--- src/rtl/sobel_frame_loader_if.sv ---
// Pixel stream handshake between a raster source and the sobel frame loader.
interface sobel_frame_loader_if;
  logic [7:0] tdata;
  logic       tvalid;
  logic       tlast;
  logic       tready;

  modport master (output tdata, output tvalid, output tlast, input tready);
  modport slave  (input tdata, input tvalid, input tlast, output tready);
endinterface

--- src/rtl/sobel_frame_loader.sv ---
// Stores one raster-order pixel frame into the sobel indata memory at {Y,X},
// then holds sobel ap_start until ap_done and reports frame completion.
module sobel_frame_loader #(
  parameter int unsigned IMG_W   = 512,
  parameter int unsigned IMG_H   = 512,
  parameter int unsigned COORD_W = 9
) (
  input  logic                   ap_clk,
  input  logic                   ap_rst,
  sobel_frame_loader_if.slave    s,
  output logic [2*COORD_W-1:0]   mem_address0,
  output logic                   mem_ce0,
  output logic                   mem_we0,
  output logic [7:0]             mem_d0,
  output logic                   sobel_start,
  input  logic                   sobel_done,
  output logic                   busy,
  output logic                   frame_done,
  output logic                   line_err,
  output logic [15:0]            frame_cnt
);

  localparam logic [1:0] S_IDLE = 2'd0;
  localparam logic [1:0] S_LOAD = 2'd1;
  localparam logic [1:0] S_RUN  = 2'd2;
  localparam logic [1:0] S_DONE = 2'd3;

  localparam logic [COORD_W-1:0] X_LAST = COORD_W'(IMG_W - 1);
  localparam logic [COORD_W-1:0] Y_LAST = COORD_W'(IMG_H - 1);

  logic [1:0]         state, state_nxt;
  logic [COORD_W-1:0] x, y, x_nxt, y_nxt;
  logic               accept;
  logic               x_last;

  // Ready is a pure state decode, forced low while reset is held.
  assign s.tready    = ~ap_rst & ((state == S_IDLE) | (state == S_LOAD));
  assign accept      = s.tvalid & s.tready;
  assign x_last      = (x == X_LAST);

  assign sobel_start = (state == S_RUN);
  assign busy        = (state != S_IDLE);
  assign frame_done  = (state == S_DONE);

  // x/y are always zero in IDLE, so IDLE and LOAD share the addressing path.
  always_comb begin
    state_nxt = state;
    x_nxt     = x;
    y_nxt     = y;
    case (state)
      S_IDLE, S_LOAD: begin
        if (accept) begin
          state_nxt = S_LOAD;
          if (x_last) begin
            x_nxt = '0;
            if (y == Y_LAST) begin
              y_nxt     = '0;
              state_nxt = S_RUN;
            end else begin
              y_nxt = y + COORD_W'(1);
            end
          end else begin
            x_nxt = x + COORD_W'(1);
          end
        end
      end
      S_RUN:   if (sobel_done) state_nxt = S_DONE;
      S_DONE:  state_nxt = S_IDLE;
      default: state_nxt = S_IDLE;
    endcase
  end

  always_ff @(posedge ap_clk or posedge ap_rst) begin
    if (ap_rst) begin
      state <= S_IDLE;
      x     <= '0;
      y     <= '0;
    end else begin
      state <= state_nxt;
      x     <= x_nxt;
      y     <= y_nxt;
    end
  end

  // Memory write port lags acceptance by one cycle; address/data hold when idle.
  always_ff @(posedge ap_clk or posedge ap_rst) begin
    if (ap_rst) begin
      mem_ce0      <= 1'b0;
      mem_we0      <= 1'b0;
      mem_address0 <= '0;
      mem_d0       <= '0;
    end else begin
      mem_ce0 <= accept;
      mem_we0 <= accept;
      if (accept) begin
        mem_address0 <= {y, x};
        mem_d0       <= s.tdata;
      end
    end
  end

  // tlast must coincide with the last column; a mismatch is sticky until reset.
  always_ff @(posedge ap_clk or posedge ap_rst) begin
    if (ap_rst) begin
      line_err  <= 1'b0;
      frame_cnt <= '0;
    end else begin
      if (accept && (s.tlast != x_last)) line_err <= 1'b1;
      if ((state == S_RUN) && sobel_done) frame_cnt <= frame_cnt + 16'd1;
    end
  end

endmodule

--- src/flat_wrapper.sv ---
// flat-port wrapper written by rule: the top's interface ports become plain ports
module sobel_frame_loader_flat 
#(
  parameter int unsigned IMG_W   = 512,
  parameter int unsigned IMG_H   = 512,
  parameter int unsigned COORD_W = 9
)
  (ap_clk, ap_rst, mem_address0, mem_ce0, mem_we0, mem_d0, sobel_start, sobel_done, busy, frame_done, line_err, frame_cnt, s_tdata, s_tvalid, s_tlast, s_tready);
  sobel_frame_loader_if s_i ();
  input  logic ap_clk;
  input  logic ap_rst;
  output logic [2*COORD_W-1:0] mem_address0;
  output logic mem_ce0;
  output logic mem_we0;
  output logic [7:0] mem_d0;
  output logic sobel_start;
  input  logic sobel_done;
  output logic busy;
  output logic frame_done;
  output logic line_err;
  output logic [15:0] frame_cnt;
  input wire logic [$bits(s_i.tdata)-1:0] s_tdata;
  input wire logic [$bits(s_i.tvalid)-1:0] s_tvalid;
  input wire logic [$bits(s_i.tlast)-1:0] s_tlast;
  output wire logic [$bits(s_i.tready)-1:0] s_tready;
  assign s_i.tdata = s_tdata;
  assign s_i.tvalid = s_tvalid;
  assign s_i.tlast = s_tlast;
  assign s_tready = s_i.tready;
  sobel_frame_loader #(.IMG_W(IMG_W), .IMG_H(IMG_H), .COORD_W(COORD_W)) u_core (.ap_clk(ap_clk), .ap_rst(ap_rst), .s(s_i), .mem_address0(mem_address0), .mem_ce0(mem_ce0), .mem_we0(mem_we0), .mem_d0(mem_d0), .sobel_start(sobel_start), .sobel_done(sobel_done), .busy(busy), .frame_done(frame_done), .line_err(line_err), .frame_cnt(frame_cnt));
endmodule
--- config.mk ---
export PLATFORM = sky130hd
export DESIGN_NAME = sobel_frame_loader_flat
export DESIGN_NICKNAME = d
export VERILOG_FILES = /design/src/rtl/sobel_frame_loader_if.sv /design/src/rtl/sobel_frame_loader.sv /design/src/flat_wrapper.sv
export SDC_FILE = /design/constraint.sdc
export NUM_CORES = 1
export LEC_CHECK = 0
export CELL_PAD_IN_SITES_DETAIL_PLACEMENT = 0
export CELL_PAD_IN_SITES_GLOBAL_PLACEMENT = 2
export CORE_MARGIN = 10
export CORE_UTILIZATION = 33
export DETAILED_ROUTE_END_ITERATION = 16
export GPL_TIMING_DRIVEN = 0
export PLACE_DENSITY = 0.81
export SETUP_SLACK_MARGIN = 0.2
export SLEW_MARGIN = 20
export SYNTH_ARGS = -nofsm -noshare
export SYNTH_HDL_FRONTEND = slang
export SYNTH_SLANG_ARGS = --single-unit
export TNS_END_PERCENT = 5
--- constraint.sdc ---
create_clock -name ap_clk -period 6 [get_ports ap_clk]
set_clock_uncertainty 0.1 [all_clocks]
set_input_delay 0.6 -clock ap_clk [delete_from_list [all_inputs] [get_ports ap_clk]]
set_output_delay 0.6 -clock ap_clk [all_outputs]
set_load 0.01 [all_outputs]
# Yosys cells after proc, flatten, opt, wreduce, memory -nomap -nowiden
# Cells that the tools add are included.
[word_totals]
ff_bits = 64
in_bits = 13
out_inout_bits = 49
elab_cells = 38
[classes]
addsub = 3
eq_ne = 8
muxes = 7
bitwise_logic = 4
n_reduce_logical = 8
[op_table]
columns = ["cell", "n"]
rows = [
  ["$add 9x1->9 const B", 2],
  ["$eq 9x9->1 const B", 2],
  ["$mux 9", 2],
  ["$add 16x1->16 const B", 1],
  ["$mux 2", 4],
  ["$pmux 2 s3", 1],
  ["$eq 2x2->1 const B", 2],
  ["$ne 2x1->1 const B", 2],
  ["$reduce_and 2->1", 2],
  ["$reduce_and 3->1", 1],
  ["$and 1x1->1", 2],
  ["$eq 2x1->1 const B", 1],
  ["$logic_and 1x1->1", 2],
  ["$logic_not 2->1", 1],
  ["$reduce_bool 2->1", 1],
  ["$reduce_or 2->1", 1],
  ["$ne 1x1->1", 1],
  ["$not 1->1", 1],
  ["$or 1x1->1", 1],
]

# Logic depth before layout (Yosys ltp)
[logic_depth]
depth_word = 6
ltp_mapped = 10
ltp_nobuf = 9

# Worst setup path after synthesis
# Ideal clock, no wire load.
[synth_path]
kind = "register to register"
startpoint = "register u_core.x[0]"
endpoint = "register u_core.y[6]"
setup_time_ns = 0.133
t_arrival_ns = 1.985
slack_ns = 3.782
stages_incl_launch_ff = 11
period_less_slack_ns = 2.218
path_cell_list = "dfrtp_1 > ha_1 > and3_1 > nand3_1 > nor2_1 > ha_1 > clkbuf_1 > nand4bb_1 > clkbuf_1 > o21ai_0 > o41ai_1"
[synth_between]
elab_chain_cells = 2
[synth_lines]
columns = ["element", "line_no", "rtl"]
rows = [
  ["from (decl)", "sobel_frame_loader.sv:32", "logic [COORD_W-1:0] x, y, x_nxt, y_nxt;"],
  ["from (signal assigned)", "sobel_frame_loader.sv:80", "x <= x_nxt;"],
  ["$eq 9x9->1", "sobel_frame_loader.sv:39", "assign x_last = (x == X_LAST);"],
  ["$reduce_and 3->1 (no line)", "--", ""],
  ["to (signal assigned)", "sobel_frame_loader.sv:81", "y <= y_nxt;"],
  ["to (decl)", "sobel_frame_loader.sv:32", ""],
]
# No other way between the ends.
# A chain may end at the register's enable or synchronous reset.

# Worst setup path after layout
[layout_path]
startpoint = "register u_core.x[0]"
endpoint = "register u_core.y[3]"
# Same word-level chain as after synthesis.

==> flow_metrics.env <==
export IMPL_status="completed"
export IMPL_synth_area_leaders="dfrtp_1 56%, nand2_1 13%, xnor2_1 3.4%, ha_1 2.6%, o21ai_0 2.6%"
export IMPL_antenna_found_initial=0
export IMPL_grt_use_total_pct=11.1
export IMPL_worstMarginPinSlew_ns=0.469
export IMPL_arrival_ns=2.78
export IMPL_fp_dieW_um=113
export IMPL_start_util_pct=34.3
export IMPL_rows=33
export IMPL_rrSetupSlack_ns=3.32
export IMPL_criticalPathCategory="flip-flop to flip-flop"
export IMPL_dp_hpwl_um=5020
export IMPL_min_path_cells=2
export IMPL_cts_buffers_inserted=9
export IMPL_final_layout_size_suffix_gt1_share_pct=8.78
export IMPL_dieArea_um2=12700
export IMPL_finalSetupTns_ns=0
export IMPL_dp_slack_ns=3.29
export IMPL_grt_pass1_wl_um=11800
export IMPL_drv_slew=0
export IMPL_syn_area_per_cell_um2=9.56
export IMPL_worstSetupStartpoint="u_core.x[0]"
export IMPL_grt_max_degree=52
export IMPL_stdcell_count=481
export IMPL_ctsResizeCount=0
export IMPL_grt_ovfl_total=0
export IMPL_synth_top_area_share_pct=56.2
export IMPL_hold_slack_ns=0.371
export IMPL_worstRegToRegCells=10
export IMPL_ant_nets=0
export IMPL_gp_congestion=0.748
export IMPL_cts_tree="yes"
export IMPL_timing_rr_start="u_core.x[0]"
export IMPL_nets=390
export IMPL_ir_drop_uv=129
export IMPL_grt_pass1_vias=2286
export IMPL_portBuffers=61
export IMPL_drt_initial_drc_count=108
export IMPL_cp_required_ns=6.10
export IMPL_post_route_period_util_pct=44.6
export IMPL_htreeDepth=3
export IMPL_post_cts_buffers=0
export IMPL_max_freq_mhz=374
export IMPL_finalHoldViolCount=0
export IMPL_clk_latency_ns=0.33
export IMPL_p_leak_nw=1.81
export IMPL_grt_setup_unrepaired="false"
export IMPL_power_per_cell_area_nw_per_um2=262
export IMPL_die_h_um=113
export IMPL_cap_violations=0
export IMPL_cts_num_sinks=64
export IMPL_clk_pin_slew_ns=0.07
export IMPL_root_buffer="clkbuf_8"
export IMPL_cp_max_fo=10
export IMPL_num_io_pins=62
export IMPL_worstHoldStart="u_core.mem_address0[4]"
export IMPL_fin_ws_ns=3.32
export IMPL_dp_cells=465
export IMPL_drtPass1Iterations=4
export IMPL_syn_cell_area_um2=2850
export IMPL_synth_top_cell_by_area="dfrtp_1"
export IMPL_endpoint_kind="flip-flop"
export IMPL_setup_violations=0
export IMPL_cts_hold_buf=0
export IMPL_wl_per_cell_um=14.2
export IMPL_area_delta_synth_final_pct=34.1
export IMPL_drc=0
export IMPL_min_period_ns=2.68
export IMPL_route_vias_total=2221
export IMPL_post_route_util_pct=46.0
export IMPL_relSlewSlack_pct=68.8
export IMPL_synth_seq_cells=64
export IMPL_hold_path_class="flip-flop to flip-flop"
export IMPL_final_cell_mix="101 x nand2_1, 64 x dfrtp_1, 61 x clkdlybuf4s50_1"
export IMPL_syn_nets=317
export IMPL_seq_area_frac_synth_pct=56.2
export IMPL_synth_distinct_cells=41
export IMPL_crit_path_start_kind="flip-flop"
export IMPL_finalWirelength_um=6850
export IMPL_synth_cells=298
export IMPL_cts_buffer_depth=2
export IMPL_r2r_end="u_core.y[3]"
export IMPL_fp_coreArea_um2=8300
export IMPL_yosys_warnings=0
export IMPL_num_antenna_cells=0
export IMPL_vias_per_cell=4.62
export IMPL_final_common_cell="nand2_1"
export IMPL_critPathCapture="u_core.y[3]"
==> synthesized netlist by cell type <==
| cell type | count |
|---|---|
| nand2_1 | 101 |
| dfrtp_1 | 64 |
| nor2_1 | 17 |
| o21ai_0 | 15 |
| xnor2_1 | 11 |
| nand3_1 | 9 |
| clkbuf_1 | 7 |
| ha_1 | 6 |
| xor2_1 | 6 |
| and2_1 | 5 |
| buf_2 | 5 |
| inv_1 | 5 |
| a21oi_1 | 4 |
| nand4_1 | 4 |
| nor3_1 | 4 |
| o21ai_1 | 4 |
| and3_1 | 3 |
| a31oi_1 | 2 |
| and4_1 | 2 |
| nand2b_1 | 2 |
| o31ai_1 | 2 |
| a21o_1 | 1 |
| a31o_2 | 1 |
| a41oi_1 | 1 |
| and4b_4 | 1 |
| buf_4 | 1 |
| inv_2 | 1 |
| mux2_2 | 1 |
| nand4_2 | 1 |
| nand4_4 | 1 |
| nand4bb_1 | 1 |
| nor2b_1 | 1 |
| nor4_2 | 1 |
| o21bai_1 | 1 |
| o22ai_1 | 1 |
| o41ai_1 | 1 |
| or2_2 | 1 |
| or3_1 | 1 |
| or3b_1 | 1 |
| or4_4 | 1 |
| xnor2_2 | 1 |
==> kinds of logic (layout without fill, tap and decap cells) <==
logic type                 after synthesis  after routing  synth area share (%)
xor gates and xnor gates                18             18                  5.80
muxes                                    1              1                 0.395
and+or+nand+nor                        157            157                  25.4
DFF                                     64             64                  56.2
adders and majority gates                6              6                  2.64
buffers and inverters                   19             97                  2.86
AOI/OAI and AO/OA                       33             33                  6.68
==> worst max-delay path: stages, from the launching register on <==
cell and delay, ns:
dfrtp_1 0.43, ha_1 0.21, and3_1 0.24, nand3_1 0.12, nor2_1 0.13, ha_1 0.14, clkbuf_1 0.32, nand4bb_1 0.27
clkbuf_1 0.28, o21ai_0 0.20, o21ai_0 0.10
==> layout make-up <==
cell class              instances  area, µm²
fillers                       813       4480
clock inverters                 5       56.3
repair buffers                 62        638
well taps                     105        131
clock buffers                  11        141
inverters                       6       25.0
plain buffers                  13       58.8
multi-input cells             215       1160
flip-flops and latches         64       1600
==> worst min path at each step <==
stage / end
5_1_grt: u_core.mem_d0[0]
3_3_place_gp: u_core.mem_d0[7]
4_1_cts: u_core.mem_address0[1]
2_1_floorplan: u_core.mem_address0[16]
3_5_place_dp: u_core.mem_d0[0]
6_report: u_core.mem_address0[4]
==> sequential cells by signal, summed over array words and instances (netlist names) <==
signal and cells:
u_core.frame_cnt 16, u_core.line_err 1, u_core.mem_address0 18, u_core.mem_ce0 1, u_core.mem_d0 8, u_core.state 2
u_core.x 9, u_core.y 9
==> where the power goes <==
group          switching [mW]  internal, mW
registers              0.0310         0.466
logic                  0.0650        0.0686
clock network           0.167         0.203
total                   0.263         0.738
==> metrics by stage <==
step | instance area (µm²) | power, mW
floorplan | 2850 | 0.567
global placement | 3590 | 0.639
detailed placement | 3620 | 0.644
CTS | 3820 | 1.02
global route | 3820 | 1.06
finish | 3820 | 1.00
==> metal layers <==
layer  global-route usage, %  up-vias  part of all wire (%)
li1                        -     1123                     -
met1                    13.9     1052                    47
met2                    17.2       38                    46
met3                    3.65        8                   5.5
met4                    4.57        0                   1.4
met5                       0        -                     0
(Power assumes the default switching activity.)
